==> src/rtl/fp_op_scheduler.sv <==
// rtl/fp_op_scheduler.sv - sequences operand pairs from instruction memory through the FPU
// FP_SCHED_TIMEOUT_EN adds a WAIT_RES watchdog that aborts the batch and sets timeout_err.
module fp_op_scheduler #(
  parameter int DEPTH  = 16,
  parameter int ADDR_W = 4
`ifdef FP_SCHED_TIMEOUT_EN
  ,
  parameter int TIMEOUT = 64
`endif
) (
  input  logic              clk,
  input  logic              rst_n,
  input  logic              start,
  input  logic [ADDR_W:0]   num_ops,
  input  logic [1:0]        op_sel,
  output logic              mem_rd,
  output logic [ADDR_W-1:0] mem_addr,
  input  logic [31:0]       mem_a,
  input  logic [31:0]       mem_b,
  output logic              fpu_valid,
  output logic [31:0]       fpu_a,
  output logic [31:0]       fpu_b,
  output logic [1:0]        fpu_op,
  input  logic              fpu_ready,
  input  logic              fpu_done,
  input  logic [31:0]       fpu_result,
  output logic              res_valid,
  output logic [31:0]       res_data,
  output logic [ADDR_W-1:0] res_idx,
  output logic              busy,
  output logic              done,
  output logic              timeout_err
);

  typedef enum logic [2:0] {
    IDLE,
    FETCH,
    WAIT_MEM,
    ISSUE,
    WAIT_RES,
    NEXT,
    FIN
  } state_t;

  localparam logic [ADDR_W:0] DEPTH_W = (ADDR_W+1)'(DEPTH);

  state_t            state;
  logic [ADDR_W:0]   count;
  logic [ADDR_W-1:0] idx;
  logic [ADDR_W:0]   idx_inc;
  logic [ADDR_W:0]   start_count;

  assign idx_inc     = {1'b0, idx} + (ADDR_W+1)'(1);
  assign start_count = (num_ops > DEPTH_W) ? DEPTH_W : num_ops;

`ifdef FP_SCHED_TIMEOUT_EN
  localparam int TW = $clog2(TIMEOUT + 1);
  logic [TW-1:0] tcnt;
`else
  assign timeout_err = 1'b0;
`endif

  always_ff @(posedge clk) begin
    if (!rst_n) begin
      state     <= IDLE;
      count     <= '0;
      idx       <= '0;
      mem_rd    <= 1'b0;
      mem_addr  <= '0;
      fpu_valid <= 1'b0;
      fpu_a     <= '0;
      fpu_b     <= '0;
      fpu_op    <= '0;
      res_valid <= 1'b0;
      res_data  <= '0;
      res_idx   <= '0;
      busy      <= 1'b0;
      done      <= 1'b0;
`ifdef FP_SCHED_TIMEOUT_EN
      tcnt        <= '0;
      timeout_err <= 1'b0;
`endif
    end else begin
      mem_rd    <= 1'b0;
      res_valid <= 1'b0;
      done      <= 1'b0;
      case (state)
        IDLE: begin
          if (start) begin
            count  <= start_count;
            fpu_op <= op_sel;
            idx    <= '0;
            busy   <= 1'b1;
`ifdef FP_SCHED_TIMEOUT_EN
            timeout_err <= 1'b0;
`endif
            if (start_count == '0) begin
              state <= FIN;
              done  <= 1'b1;
            end else begin
              state    <= FETCH;
              mem_rd   <= 1'b1;
              mem_addr <= '0;
            end
          end
        end
        FETCH: state <= WAIT_MEM;
        WAIT_MEM: begin
          fpu_a     <= mem_a;
          fpu_b     <= mem_b;
          fpu_valid <= 1'b1;
          state     <= ISSUE;
        end
        ISSUE: begin
          // fpu_done seen on the handshake cycle belongs to nothing we issued
          if (fpu_ready) begin
            fpu_valid <= 1'b0;
            state     <= WAIT_RES;
`ifdef FP_SCHED_TIMEOUT_EN
            tcnt <= '0;
`endif
          end
        end
        WAIT_RES: begin
          if (fpu_done) begin
            res_data  <= fpu_result;
            res_idx   <= idx;
            res_valid <= 1'b1;
            state     <= NEXT;
          end
`ifdef FP_SCHED_TIMEOUT_EN
          else if (tcnt == TW'(TIMEOUT - 1)) begin
            timeout_err <= 1'b1;
            done        <= 1'b1;
            state       <= FIN;
          end else begin
            tcnt <= tcnt + TW'(1);
          end
`endif
        end
        NEXT: begin
          // idx stays at the last operand rather than wrapping past DEPTH-1
          if (idx_inc == count) begin
            state <= FIN;
            done  <= 1'b1;
          end else begin
            idx      <= idx_inc[ADDR_W-1:0];
            mem_addr <= idx_inc[ADDR_W-1:0];
            mem_rd   <= 1'b1;
            state    <= FETCH;
          end
        end
        FIN: begin
          busy  <= 1'b0;
          state <= IDLE;
        end
        default: state <= IDLE;
      endcase
    end
  end

endmodule

==> config.mk <==
export PLATFORM = sky130hd
export DESIGN_NAME = fp_op_scheduler
export DESIGN_NICKNAME = d
export VERILOG_FILES = /design/src/rtl/fp_op_scheduler.sv
export SDC_FILE = /design/constraint.sdc
export NUM_CORES = 1
export LEC_CHECK = 0
export BUFFER_PORTS_ARGS = -buffer_cell sky130_fd_sc_hd__buf_2
export CORE_UTILIZATION = 41
export DETAILED_ROUTE_END_ITERATION = 10
export PLACE_DENSITY = 0.75
export SLEW_MARGIN = 20
export SYNTH_ARGS = -nofsm -noshare
export SYNTH_HDL_FRONTEND = slang
export SYNTH_SLANG_ARGS = --single-unit
==> constraint.sdc <==
create_clock -name clk -period 2 [get_ports clk]
set_clock_uncertainty 0.2 [all_clocks]
set_input_delay 0.2 -clock clk [delete_from_list [all_inputs] [get_ports clk]]
set_output_delay 0.2 -clock clk [all_outputs]
set_load 0.01 [all_outputs]
Word level (Yosys, flattened, before mapping)

Cells that the tools add are included.

Register bits after elaboration: 123
Input port bits: 108
Output and inout bits: 112
Logic and storage cells: 67

Add/subtract/negate cells: 1
Order comparisons: 1
Equality and inequality tests: 12
Mux-type cells: 26
Reduce and logical (&&, ||, !) cells: 13

Operators by type and width:

| kind                | number |
|---|---|
| $pmux 3 s6          | 1 |
| $mux 4              | 4 |
| $pmux 4 s2          | 2 |
| $mux 3              | 5 |
| $ne 2x2->1 const B  | 5 |
| $reduce_and 2->1    | 5 |
| $eq 3x3->1 const B  | 3 |
| $mux 1              | 9 |
| $pmux 1 s2          | 4 |
| $eq 3x2->1 const B  | 2 |
| $reduce_and 3->1    | 2 |
| $reduce_bool 2->1   | 3 |
| $add 4x1->5 const B | 1 |
| $eq 5x5->1          | 1 |
| $gt 5x5->1 const B  | 1 |
| $logic_not 5->1     | 1 |
| $mux 5              | 1 |
| $reduce_and 4->1    | 1 |
| $eq 3x1->1 const B  | 1 |
| $logic_not 3->1     | 1 |

Longest topological paths before layout

Word-level depth: 6
Gate-level depth with buffers: 8
Gate-level depth less buffers: 6

Least setup slack after synthesis

Ideal clock, no wire load.

Path type: register to register
From: reg idx[0]
To: reg idx[2]
Library setup time: 0.074 ns
Arrival time: 1.821 ns
Data required time: 1.726 ns
Path slack: -0.095 ns
Stages on the path, launching flop included: 8
Buffers on the path: 1
Clock period less this slack: 2.095 ns
Cells stage by stage: dfxtp_1 > ha_1 > buf_4 > or3b_1 > a21oi_2 > o211ai_4 > or3b_1 > a31oi_1

Longest elaborated chain between the ends: 4
Elaborated cells on any way between the ends: 6
Classes of those cells: 1 x add/sub; 2 x eq/ne; 2 x mux; 1 x reduce/logical

Ends and longest elaborated chain:

| element                           | RTL line | text |
|---|---|---|
| from (decl)                       | 49       | `logic [ADDR_W-1:0] idx;` |
| from (signal assigned)            | 147      | `idx <= idx_inc[ADDR_W-1:0];` |
| $add 4x1->5 *                     | 53       | `assign idx_inc = {1'b0, idx} + (ADDR_W+1)'(1);` |
| $eq 5x5->1                        | 143      | `if (idx_inc == count) begin` |
| $ne 2x2->1 (no source line)       | --       |  |
| $reduce_and 3->1 (no source line) | --       |  |

Every way passes the cells marked *; elsewhere a longest branch is shown, timed or not. The select of a mux whose other input is x is not followed.
A chain may end at the register's enable or synchronous reset.

Worst setup path after layout

From: reg idx[1]
To: reg state[1]

Longest elaborated chain between the ends: 4

Ends and longest elaborated chain:

| element              | RTL line | text |
|---|---|---|
| $add 4x1->5          | 53       |  |
| $eq 5x5->1           | 143      |  |
| $mux 3               | 143      |  |
| $pmux 3 s6           | 87       | `case (state)` |
| to (signal assigned) | 98       | `state <= FIN;` |
| to (signal assigned) | 144      | `state <= FIN;` |
| to (signal assigned) | 150      | `state <= FETCH;` |
| to (decl)            | 47       | `state_t state;` |

No other way between the ends.

==> results.py <==
metrics = {
    "run_status": {
        "status": "finished clean",
    },
    "placed_design": {
        "dp_hpwl_mm": 9.16,
        "postPlaceCellArea_um2": 5850,
        "place_inst": 909,
        "place_congestion": 0.819,
        "port_buffers": 218,
    },
    "cts": {
        "clockBufferDepth": 2,
        "clock-sinks": 123,
        "cts_tree": "yes",
        "cts-root-buf": "clkbuf_8",
        "htree_levels": 4,
        "cts_buffers": 17,
        "clk_latency_ps": 520,
        "path_clk_slew_ps": 60,
    },
    "cells_and_area": {
        "fin_cells": 1052,
        "antenna_cells": 0,
        "nets": 1010,
        "syn_to_final_growth_pct": 65.4,
        "fin_util_pct": 69.8,
        "drive_gt1_share_pct": 30.8,
        "fillers": 817,
        "stdcell_area_um2": 7570,
    },
    "critical_path": {
        "startpoint_type": "flip-flop",
        "critPathRequiredTime_ps": 2220,
        "cp-end-kind": "flip-flop",
        "path_class": "flip-flop to flip-flop",
        "path_max_fanout": 5,
        "critPathArrivalTime_ps": 2210,
    },
    "sta": {
        "period_minus_slack_ps": 1990,
        "max_slew_margin_pct": 61.6,
        "rsz0062_at_grt": "true",
        "hold_viol_final": 0,
        "fin_crit_sh_pct": 99.5,
        "final-setup-viol-count": 0,
        "finalMaxSlewViolations": 0,
        "tightest_slew_ps": 569,
        "max_freq_mhz": 502,
    },
    "floorplan": {
        "num_io_pins": 220,
        "die_x_um": 108,
        "design.core.area_um2": 10800,
        "num_rows": 38,
        "die_area_um2": 11600,
        "initial_utilization_pct": 42.2,
        "die_y_um": 108,
    },
    "routing": {
        "drt-pass1-iter-count": 5,
        "drt_wl_total_mm": 15.5,
        "routedWlPerCell_um": 14.7,
        "drcViolationCount": 0,
        "drt_iter0_drc": 331,
        "viasPerCell": 5.06,
        "routed-via-count": 5323,
        "drtAntennaViolNets": 0,
    },
    "logic_synthesis": {
        "ys.flop_type": "dfxtp_1",
        "synth_area_per_cell_um2": 7.90,
        "yosys.area.top_type": "dfxtp_1",
        "netlist.area_leader.share_pct": 53.8,
        "synth.distinct_cells": 39,
        "synth_seq_area_share_pct": 53.8,
        "ys_warn_count": 0,
        "syn-num-nets": 688,
        "ys_ff_latch": 123,
        "async_flop_share_pct": 0,
        "syn-instance-count": 579,
        "synth.cell_area_um2": 4570,
        "synth_edf_count": 0,
        "ys_top_cells_by_area": "dfxtp_1, nand2_1, a21oi_1, clkbuf_1, nand3_1",
    },
    "power": {
        "ir_worst_vdd_mv": 0.713,
        "power.density_nw_per_um2": 826,
        "p_leak_uw": 0.00335,
    },
    "global_route": {
        "overflow": 0,
        "grt_pass1_wl_mm": 23.8,
        "antenna_found_initial": 0,
        "grt_max_degree": 51,
        "grt_pass1_vias": 5183,
        "track_usage_pct": 26.5,
    },
    "run": {
        "maxCapViolCount": 0,
    },
    "hold_path": {
        "min_path_type": "flip-flop to flip-flop",
    },
}
## synthesized netlist by cell type (2+ instances only)
library cell / n
nand3_1: 14
and2_1: 3
buf_2: 3
clkbuf_1: 35
xnor2_1: 2
o21ai_0: 6
a21oi_1: 113
buf_4: 2
inv_1: 3
nand2b_1: 3
or3b_1: 2
mux2i_1: 4
and3_1: 3
xor2_1: 3
nand2_1: 217
a31oi_1: 3
nor3_1: 3
nor2_1: 9
buf_1: 3
o22ai_1: 3
dfxtp_1: 123
nand3b_1: 4
o41ai_1: 2
## logic make-up after synthesis
kind of cell	count (synthesis)	share of synthesized area, %
compound gates	135	15.9
xor+xnor	6	1.45
fa+ha+maj	1	0.274
buf+inv	47	4.10
flops	123	53.8
mux	4	0.876
other cells	1	0.0820
simple gates	262	23.4
## cell usage in the layout (no fill, tap or decap), drive strengths merged, types with 2 or more instances in the layout
| master | synthesis | routed |
|---|---|---|
| o21ai | 7 | 7 |
| o22ai | 3 | 3 |
| xnor2 | 2 | 2 |
| bufinv | 0 | 2 |
| dfxtp | 123 | 123 |
| nand2 | 217 | 217 |
| nor3 | 3 | 3 |
| or3b | 2 | 2 |
| xor2 | 3 | 3 |
| a31oi | 3 | 3 |
| a21oi | 114 | 114 |
| nand3b | 4 | 4 |
| buf | 8 | 236 |
| mux2i | 4 | 4 |
| and3 | 3 | 3 |
| nand2b | 3 | 3 |
| inv | 4 | 3 |
| nand3 | 14 | 14 |
| clkinv | 0 | 6 |
| o41ai | 2 | 2 |
| clkbuf | 35 | 22 |
| dlygate4sd3 | 0 | 110 |
| and2 | 3 | 3 |
| nor2 | 9 | 9 |
## worst max-delay path, cell delays in order, from the launching register on
cell and delay (ps):
dfxtp_4 360, ha_4 160, or3b_4 390, a21oi_4 170, o211ai_4 110, buf_4 160
o21ai_0 130, nor4b_1 220
## power by group
| group | switching [uW] | total (uW) | internal, uW |
|---|---|---|---|
| registers | 51.2 | 2590 | 2540 |
| logic | 374 | 748 | 374 |
| clock network | 1030 | 2910 | 1880 |
| total | 1460 | 6250 | 4790 |
## final cells by class
cell class                      instances  area (um^2)  area share, %
Clock buffer                           22          473           6.25
Clock inverter                          8         92.6           1.22
Inverter                                4         16.3          0.215
Tap cell                              140          175           2.32
Multi-Input combinational cell        409         1970           26.1
Sequential cell                       123         2470           32.6
Timing Repair Buffer                  346         2360           31.3
## flip-flops by register name, summed over array words and instances (netlist names), 2 cells and up
name and count:
state 3, count 5, idx 4, fpu_op 2, res_data 32, mem_addr 4, fpu_a 32, res_idx 4
fpu_b 32
## per-stage QoR
step	worst slack (ps)	hold slack [ps]	setup TNS, ps	power [uW]
floorplan	2.97	136	0	2920
global placement	50.9	238	0	3170
detailed placement	-28.5	243	-37.5	3190
CTS	5.81	237	0	6260
global route	-31.8	243	-81.2	6470
finish	9.52	249	0	6250
## final timing paths
| check | from | to | slack, ps | depth (start not counted) |
|---|---|---|---|---|
| max | idx[1] | state[1] | 10 | 7 |
| min | res_data[3] | res_data[3] | 250 | 2 |
| min reg2reg | res_data[3] | res_data[3] | 250 | 2 |
| max reg2reg | idx[1] | state[1] | 10 | 7 |
## what timing repair did
action,CTS,global route
buffers inserted,1,2
gates resized for setup,2,7
pin swaps,2,4
hold endpoints to repair,117,0
endpoints found under the setup margin,6,11
hold buffers,110,0
## routing by layer
metal / vias up / wire length (um) / GRT usage, %
li1: 2542 / - / -
met1: 2452 / 5840 / 28.1
met2: 273 / 7750 / 45.9
met3: 56 / 1230 / 7.93
met4: 0 / 648 / 16.6
met5: - / 0 / 0
Power figures use the tool's default switching activity.
